===== src/rtl/mem_arb_pkg.sv =====
// ============================================================================
//  Module      : mem_arb_pkg
//  Description : Shared types and default constants for the unified
//                instruction/data memory arbiter.
//                Contents: arbiter state enum, grant enum, default widths
//                and wait-state count.
//  Options     : none (MEMARB_RR_EN is consumed by mem_arbiter)
//  Revision    : 1.0  initial release
// ============================================================================
`default_nettype none

package mem_arb_pkg;

    localparam int c_DW   = 32;   // data width
    localparam int c_AW   = 32;   // byte-address width
    localparam int c_WAIT = 1;    // extra memory wait cycles per access
    localparam int c_CW   = 4;    // wait counter width, 2**c_CW > c_WAIT

    typedef enum logic [1:0] {
        IDLE   = 2'd0,
        ACCESS = 2'd1,
        RESP   = 2'd2
    } arb_state_t;

    typedef enum logic {
        GNT_I = 1'b0,
        GNT_D = 1'b1
    } arb_gnt_t;

endpackage

`default_nettype wire


===== src/rtl/memarb_waitcnt.sv =====
// ============================================================================
//  Module      : memarb_waitcnt
//  Description : Loadable down-counter with a zero flag, used to sequence the
//                memory wait states of one arbitrated access.
//  Ports       : clk        - system clock
//                reset      - asynchronous active-low reset
//                i_load     - load i_load_val (has priority over i_dec)
//                i_load_val - value to load
//                i_dec      - decrement by one (saturates at zero)
//                o_zero     - count is zero
//  Revision    : 1.0  initial release
// ============================================================================
`default_nettype none

module memarb_waitcnt #(
    parameter int CW = 4
) (
    input  logic          clk,
    input  logic          reset,
    input  logic          i_load,
    input  logic [CW-1:0] i_load_val,
    input  logic          i_dec,
    output logic          o_zero
);

    logic [CW-1:0] r_cnt;

    always_ff @(posedge clk or negedge reset) begin
        if (!reset) begin
            r_cnt <= '0;
        end else if (i_load) begin
            r_cnt <= i_load_val;
        end else if (i_dec && (r_cnt != '0)) begin
            r_cnt <= r_cnt - 1'b1;
        end
    end

    assign o_zero = (r_cnt == '0);

endmodule

`default_nettype wire


===== src/rtl/mem_arbiter.sv =====
// ============================================================================
//  Module      : mem_arbiter
//  Description : Shares one unified byte-addressed memory (combinational
//                read, synchronous write) between the MIPS fetch port (i_*)
//                and load/store port (d_*). Each access runs IDLE -> ACCESS
//                (WAIT+1 cycles) -> RESP; the granted port gets a one-cycle
//                ready pulse in RESP, with read data held in its rdata reg.
//  Ports       : clk, reset (async active-low)
//                i_req/i_adr -> i_ready/i_rdata           fetch port
//                d_req/d_we/d_adr/d_wdata -> d_ready/d_rdata  data port
//                m_adr/m_wd/m_we -> memory, m_rd <- memory
//  Options     : MEMARB_RR_EN  defined   : round-robin on simultaneous req
//                              undefined : data port has fixed priority
//  Revision    : 1.0  initial release
// ============================================================================
`default_nettype none

module mem_arbiter
    import mem_arb_pkg::*;
#(
    parameter int DW   = c_DW,
    parameter int AW   = c_AW,
    parameter int WAIT = c_WAIT,
    parameter int CW   = c_CW
) (
    input  logic          clk,
    input  logic          reset,
    // fetch port
    input  logic          i_req,
    input  logic [AW-1:0] i_adr,
    output logic          i_ready,
    output logic [DW-1:0] i_rdata,
    // data port
    input  logic          d_req,
    input  logic          d_we,
    input  logic [AW-1:0] d_adr,
    input  logic [DW-1:0] d_wdata,
    output logic          d_ready,
    output logic [DW-1:0] d_rdata,
    // memory port
    output logic [AW-1:0] m_adr,
    output logic [DW-1:0] m_wd,
    output logic          m_we,
    input  logic [DW-1:0] m_rd
);

    localparam logic [CW-1:0] c_WAIT_LD = CW'(WAIT);

    arb_state_t    r_state;
    arb_gnt_t      r_gnt;
    logic [AW-1:0] r_adr;
    logic [DW-1:0] r_wd;
    logic          r_we;
    logic          r_i_ready;
    logic          r_d_ready;
    logic [DW-1:0] r_i_rdata;
    logic [DW-1:0] r_d_rdata;

    logic          w_any_req;
    logic          w_gnt_d;
    logic          w_cnt_load;
    logic          w_cnt_dec;
    logic          w_cnt_zero;

    assign w_any_req = i_req | d_req;

`ifdef MEMARB_RR_EN
    // Last-granted pointer; resets to fetch so the first tie goes to data.
    arb_gnt_t r_last;

    always_ff @(posedge clk or negedge reset) begin
        if (!reset) begin
            r_last <= GNT_I;
        end else if ((r_state == IDLE) && w_any_req) begin
            r_last <= w_gnt_d ? GNT_D : GNT_I;
        end
    end

    assign w_gnt_d = d_req & (~i_req | (r_last == GNT_I));
`else
    assign w_gnt_d = d_req;
`endif

    assign w_cnt_load = (r_state == IDLE) && w_any_req;
    assign w_cnt_dec  = (r_state == ACCESS) && !w_cnt_zero;

    memarb_waitcnt #(
        .CW (CW)
    ) u_waitcnt (
        .clk        (clk),
        .reset      (reset),
        .i_load     (w_cnt_load),
        .i_load_val (c_WAIT_LD),
        .i_dec      (w_cnt_dec),
        .o_zero     (w_cnt_zero)
    );

    always_ff @(posedge clk or negedge reset) begin
        if (!reset) begin
            r_state   <= IDLE;
            r_gnt     <= GNT_I;
            r_adr     <= '0;
            r_wd      <= '0;
            r_we      <= 1'b0;
            r_i_ready <= 1'b0;
            r_d_ready <= 1'b0;
            r_i_rdata <= '0;
            r_d_rdata <= '0;
        end else begin
            r_i_ready <= 1'b0;
            r_d_ready <= 1'b0;
            case (r_state)
                IDLE: begin
                    if (w_any_req) begin
                        r_gnt   <= w_gnt_d ? GNT_D : GNT_I;
                        r_adr   <= w_gnt_d ? d_adr : i_adr;
                        r_wd    <= w_gnt_d ? d_wdata : '0;
                        r_we    <= w_gnt_d & d_we;
                        r_state <= ACCESS;
                    end
                end
                ACCESS: begin
                    // Last wait cycle: the memory sees m_we / returns m_rd.
                    // Ready is raised here so it is visible during RESP.
                    if (w_cnt_zero) begin
                        if (!r_we) begin
                            if (r_gnt == GNT_D) begin
                                r_d_rdata <= m_rd;
                            end else begin
                                r_i_rdata <= m_rd;
                            end
                        end
                        if (r_gnt == GNT_D) begin
                            r_d_ready <= 1'b1;
                        end else begin
                            r_i_ready <= 1'b1;
                        end
                        r_state <= RESP;
                    end
                end
                RESP: begin
                    r_state <= IDLE;
                end
                default: begin
                    r_state <= IDLE;
                end
            endcase
        end
    end

    // Decoded from state so it falls the instant reset is asserted.
    assign m_we    = (r_state == ACCESS) && w_cnt_zero && r_we;
    assign m_adr   = r_adr;
    assign m_wd    = r_wd;
    assign i_ready = r_i_ready;
    assign d_ready = r_d_ready;
    assign i_rdata = r_i_rdata;
    assign d_rdata = r_d_rdata;

endmodule

`default_nettype wire


===== config.mk =====
export PLATFORM = sky130hd
export DESIGN_NAME = mem_arbiter
export DESIGN_NICKNAME = d
export VERILOG_FILES = /design/src/rtl/mem_arb_pkg.sv /design/src/rtl/memarb_waitcnt.sv /design/src/rtl/mem_arbiter.sv
export SDC_FILE = /design/constraint.sdc
export NUM_CORES = 1
export LEC_CHECK = 0
export ABC_CLOCK_PERIOD_IN_PS = 5000
export CAP_MARGIN = 20
export CELL_PAD_IN_SITES_DETAIL_PLACEMENT = 0
export CELL_PAD_IN_SITES_GLOBAL_PLACEMENT = 1
export CORE_UTILIZATION = 35
export CTS_BUF_LIST = sky130_fd_sc_hd__clkbuf_4 sky130_fd_sc_hd__clkbuf_8 sky130_fd_sc_hd__clkbuf_16
export CTS_CLUSTER_DIAMETER = 150
export CTS_CLUSTER_SIZE = 12
export DETAILED_ROUTE_END_ITERATION = 8
export GPL_TIMING_DRIVEN = 0
export PLACE_DENSITY = 0.95
export SYNTH_ARGS = -nofsm -noshare
export SYNTH_HDL_FRONTEND = slang
export SYNTH_HIERARCHICAL = 1
export SYNTH_SLANG_ARGS = --single-unit

===== constraint.sdc =====
create_clock -name clk -period 5 [get_ports clk]
set_input_delay 1 -clock clk [delete_from_list [all_inputs] [get_ports clk]]
set_output_delay 1 -clock clk [all_outputs]
set_load 0.02 [all_outputs]

==> parameters.txt <==
Parameter                              Value

Outcome
  Result of the run ... complete, no violations

Pwr
  Share of power burned in registers ... 31.5%
  Total power divided by cell area ... 691 nW/um^2
  Total power ... 6.42 mW
  Max IR drop VDD ... 0.000323 V
  Switching share of total power ... 34.3%
  Int Pwr ... 4.22 mW
  Clk network pwr share ... 20.8%
  Cell leakage power ... 3.96 nW
  Share of total power in combinational logic ... 47.7%
  P_sw ... 2.20 mW

Floorplanning
  Die Y ... 130 um
  Core region area ... 15,900 um^2
  Initial Util ... 35.9%
  FP Rows ... 46
  Horizontal extent of the die ... 130 um
  I/O pin count ... 264
  Die Outline Area ... 16,900 um^2

CTS
  Number of buffers inserted by post-CTS setup repair ... 0
  Clock buffer count from CTS ... 17
  TritonCTS clock tree ... done
  Number of buffers inserted by hold repair at cts ... 0
  Library cell used as clock root buffer ... sky130_fd_sc_hd__clkbuf_16
  Clock-pin slew reported for the worst setup and hold paths after clock tree synthesis ... 0.06 ns
  Total of cells resized after clock tree synthesis ... 0
  Worst-skew pair later-pin latency ... 0.41 ns
  Largest buffer count on any clock path ... 2
  Clock sink count ... 138
  Number of levels the H-tree was split into ... 4

Critical path
  Cell with the most instances on the worst path ... sky130_fd_sc_hd__inv_1
  Worst reg2reg path endpoint ... i_rdata[24]$_DFFE_PN0P_
  Data required time at the worst endpoint ... 4.00 ns
  Worst path depth ... 8
  Crit end category ... output pin
  Worst EP arrival ... 2.64 ns
  Sum of buffers and inverters on the critical path ... 4
  RR Startpoint ... u_waitcnt/r_cnt[0]$_DFFE_PN0P_
  Setup CP Type ... flip-flop to output pin
  Crit Path Max Fanout ... 5
  Capturing element of the worst setup path ... m_we
  Cell breakdown of the critical path ... inv_1 > ha_1 > or3b_4 > inv_1 > nand3b_4 > inv_2 > and2_1 > clkdlybuf4s50_1
  Master of the slowest instance on the critical path ... sky130_fd_sc_hd__clkdlybuf4s50_1
  Top delay family on crit path ... buffers and inverters
  Worst r2r path cells ... 8
  Crit path from ... u_waitcnt/r_cnt[0]$_DFFE_PN0P_
  CP max stage delay ... 0.63 ns
  Worst setup SP type ... flip-flop
  Setup slack of the most critical reg-to-reg path ... 2.65 ns

Global routing
  Global-route wire length before repair ... 23,500 um
  Pin count of the biggest net entering global routing ... 108
  Remaining global-route overflow ... 0
  Total routing usage reported by global routing ... 18.5%
  Number of antenna violations at the first check in global routing ... 0
  Number of global-route vias before repair ... 4,547

Timing
  Final critical-path share of the clock period ... 72.8%
  Unrepaired setup endpoints after global routing ... false
  Relative max-transition margin ... 62.5%
  Number of hold violations in the final report ... 0
  Transition time at the pin with the least slew margin ... 0.562 ns
  Setup tns final ... 0 ns
  Minimum hold slack ... 0.469 ns
  Setup clock skew after layout ... 0.00577 ns
  Max Clk Rate ... 275 MHz
  Setup ws final ... 1.36 ns
  Final count of pins violating max slew ... 0
  Minimum clock period ... 3.64 ns
  Final setup violation count ... 0

Yosys
  Unique masters post-synth ... 35
  Post-synthesis instance area ... 5730 um^2
  Number of synthesized register bits ... 138
  Most used flip-flop cell after synthesis ... sky130_fd_sc_hd__dfrtp_1
  Sequential fraction of the synthesis area ... 60.3%
  Number of synthesized flops with an enable pin ... 0
  Synth warn ... 6
  Synthesized instance count ... 360
  Fraction of registers with async set/reset ... 100%
  Average size of a mapped cell ... 15.9 um^2

Final layout
  Multi-input gate area ... 2120 um^2
  Register Area ... 3450 um^2
  Layout filler cell count ... 1,289
  Antenna cells ... 0
  Area growth from synthesis to layout ... 62.2%
  Nets ... 778
  Share of layout cells above drive strength 1 ... 28.5%

Placed design
  Worst slack at placement ... 1.79 ns
  Half-perimeter wire length after placement ... 11,200 um
  Port Buffer Count ... 262
  Routability congestion estimate ... 0.795

Drt
  Length of the first detailed-routing pass in iterations ... 4
  Routed Wire Length ... 14,900 um
  Via count ... 4,102
  Post-route ant nets ... 0
  Post-detailed-route DRC marker count ... 0
  Count of routing violations after the opening detailed-route iteration ... 106
  Drt wl/cell ... 17.1 um
  Average vias per placed instance ... 4.70

Worst hold path
  Classification of the worst-slack hold path ... input port to asynchronous set/reset pin

Run
  Max Cap Violations ... 0
==> how the worst min path moves through the flow <==
stage	slack [ns]	endpoint	from	depth (start not counted)
floorplan	0.53	u_waitcnt/r_cnt[1]$_DFFE_PN0P_	u_waitcnt/r_cnt[1]$_DFFE_PN0P_	2
global placement	0.47	i_rdata[5]$_DFFE_PN0P_	i_rdata[5]$_DFFE_PN0P_	1
detailed placement	0.49	d_rdata[6]$_DFFE_PN0P_	d_rdata[6]$_DFFE_PN0P_	1
CTS	0.46	m_adr[1]$_DFFE_PN0P_	reset	1
global route	0.48	m_adr[26]$_DFFE_PN0P_	reset	1
finish	0.47	m_adr[1]$_DFFE_PN0P_	reset	1
==> kinds of logic after synthesis <==
kind of cell,synth area share (%)
flops,60.3
mux,27.1
compound gates,6.46
buf+inv,2.93
simple gates,2.95
other cells,0.131
fa+ha+maj,0.218
==> stage by stage <==
step	cells	utilization, %	area, um^2
2_1_floorplan	362	-	5740
3_3_place_gp	840	54.1	8630
3_5_place_dp	841	54.3	8660
4_1_cts	873	58.3	9290
5_1_grt	873	58.3	9290
6_report	873	58.3	9290
==> area by class of cell <==
class	instances	area share (%)
Buffer	21	1.58
Clock buffer	18	4.73
Clock inverter	14	2.10
Inverter	5	0.229
Multi-Input combinational cell	198	22.8
Sequential cell	138	37.2
Tap cell	216	2.91
Timing Repair Buffer	263	28.5
==> cells in the final DEF, fill, tap and decap left out, types with 2 or more instances in the layout <==
master / instances
sky130_fd_sc_hd__a22o_1: 33
sky130_fd_sc_hd__clkbuf_16: 17
sky130_fd_sc_hd__nand2_1: 4
sky130_fd_sc_hd__clkbuf_1: 2
sky130_fd_sc_hd__mux2_4: 29
sky130_fd_sc_hd__clkinvlp_4: 4
sky130_fd_sc_hd__nor2_1: 3
sky130_fd_sc_hd__bufinv_16: 4
sky130_fd_sc_hd__inv_6: 2
sky130_fd_sc_hd__and2_1: 3
sky130_fd_sc_hd__dfrtp_1: 138
sky130_fd_sc_hd__conb_1: 4
sky130_fd_sc_hd__buf_4: 3
sky130_fd_sc_hd__clkdlybuf4s50_1: 261
sky130_fd_sc_hd__o21ai_0: 2
sky130_fd_sc_hd__buf_6: 7
sky130_fd_sc_hd__clkinv_2: 2
sky130_fd_sc_hd__nand3b_4: 2
sky130_fd_sc_hd__a21oi_1: 3
sky130_fd_sc_hd__mux2_2: 96
sky130_fd_sc_hd__clkinv_4: 2
sky130_fd_sc_hd__mux2_1: 3
sky130_fd_sc_hd__nand2b_1: 2
sky130_fd_sc_hd__inv_1: 3
sky130_fd_sc_hd__buf_2: 9
==> state kept, by name, summed over array words and instances (netlist names), 2 cells and up <==
| name | count |
|---|---|
| d_rdata | 32 |
| r_state | 2 |
| u_waitcnt/r_cnt | 4 |
| m_wd | 32 |
| m_adr | 32 |
| i_rdata | 32 |
==> synth_stat cells (all sizes together), types with 2 or more instances <==
master,number,share of area [%]
a21oi,3,0.26
a22o,33,5.0
and2,3,0.33
buf,19,2.4
clkbuf,2,0.13
conb,2,0.13
dfrtp,138,60
inv,5,0.37
mux2,128,27
nand2,4,0.26
nand2b,2,0.22
nand3b,2,0.70
nor2,3,0.20
nor3,2,0.37
o21ai,4,0.55
==> routing by layer <==
| metal | up-vias | global-route usage (%) | part of all wire, % |
|---|---|---|---|
| met2 | 191 | 31.6 | 51 |
| li1 | 1872 | - | - |
| met5 | - | 0 | 0 |
| met1 | 2012 | 21.2 | 39 |
| met4 | 0 | 8.41 | 2.5 |
| met3 | 27 | 6.19 | 7.6 |
==> power by group through the flow <==
| stage | clock network, mW | logic (mW) | registers [mW] |
|---|---|---|---|
| final | 1.33 | 3.06 | 2.02 |
| after detailed placement | 0 | 3.09 | 2.03 |
| after floorplan | 0 | 0.979 | 2.65 |
| after CTS | 1.36 | 3.10 | 2.03 |
| after global placement | 0 | 3.02 | 2.00 |
| after global routing | 1.42 | 3.25 | 2.09 |
(Power assumes the default switching activity.)
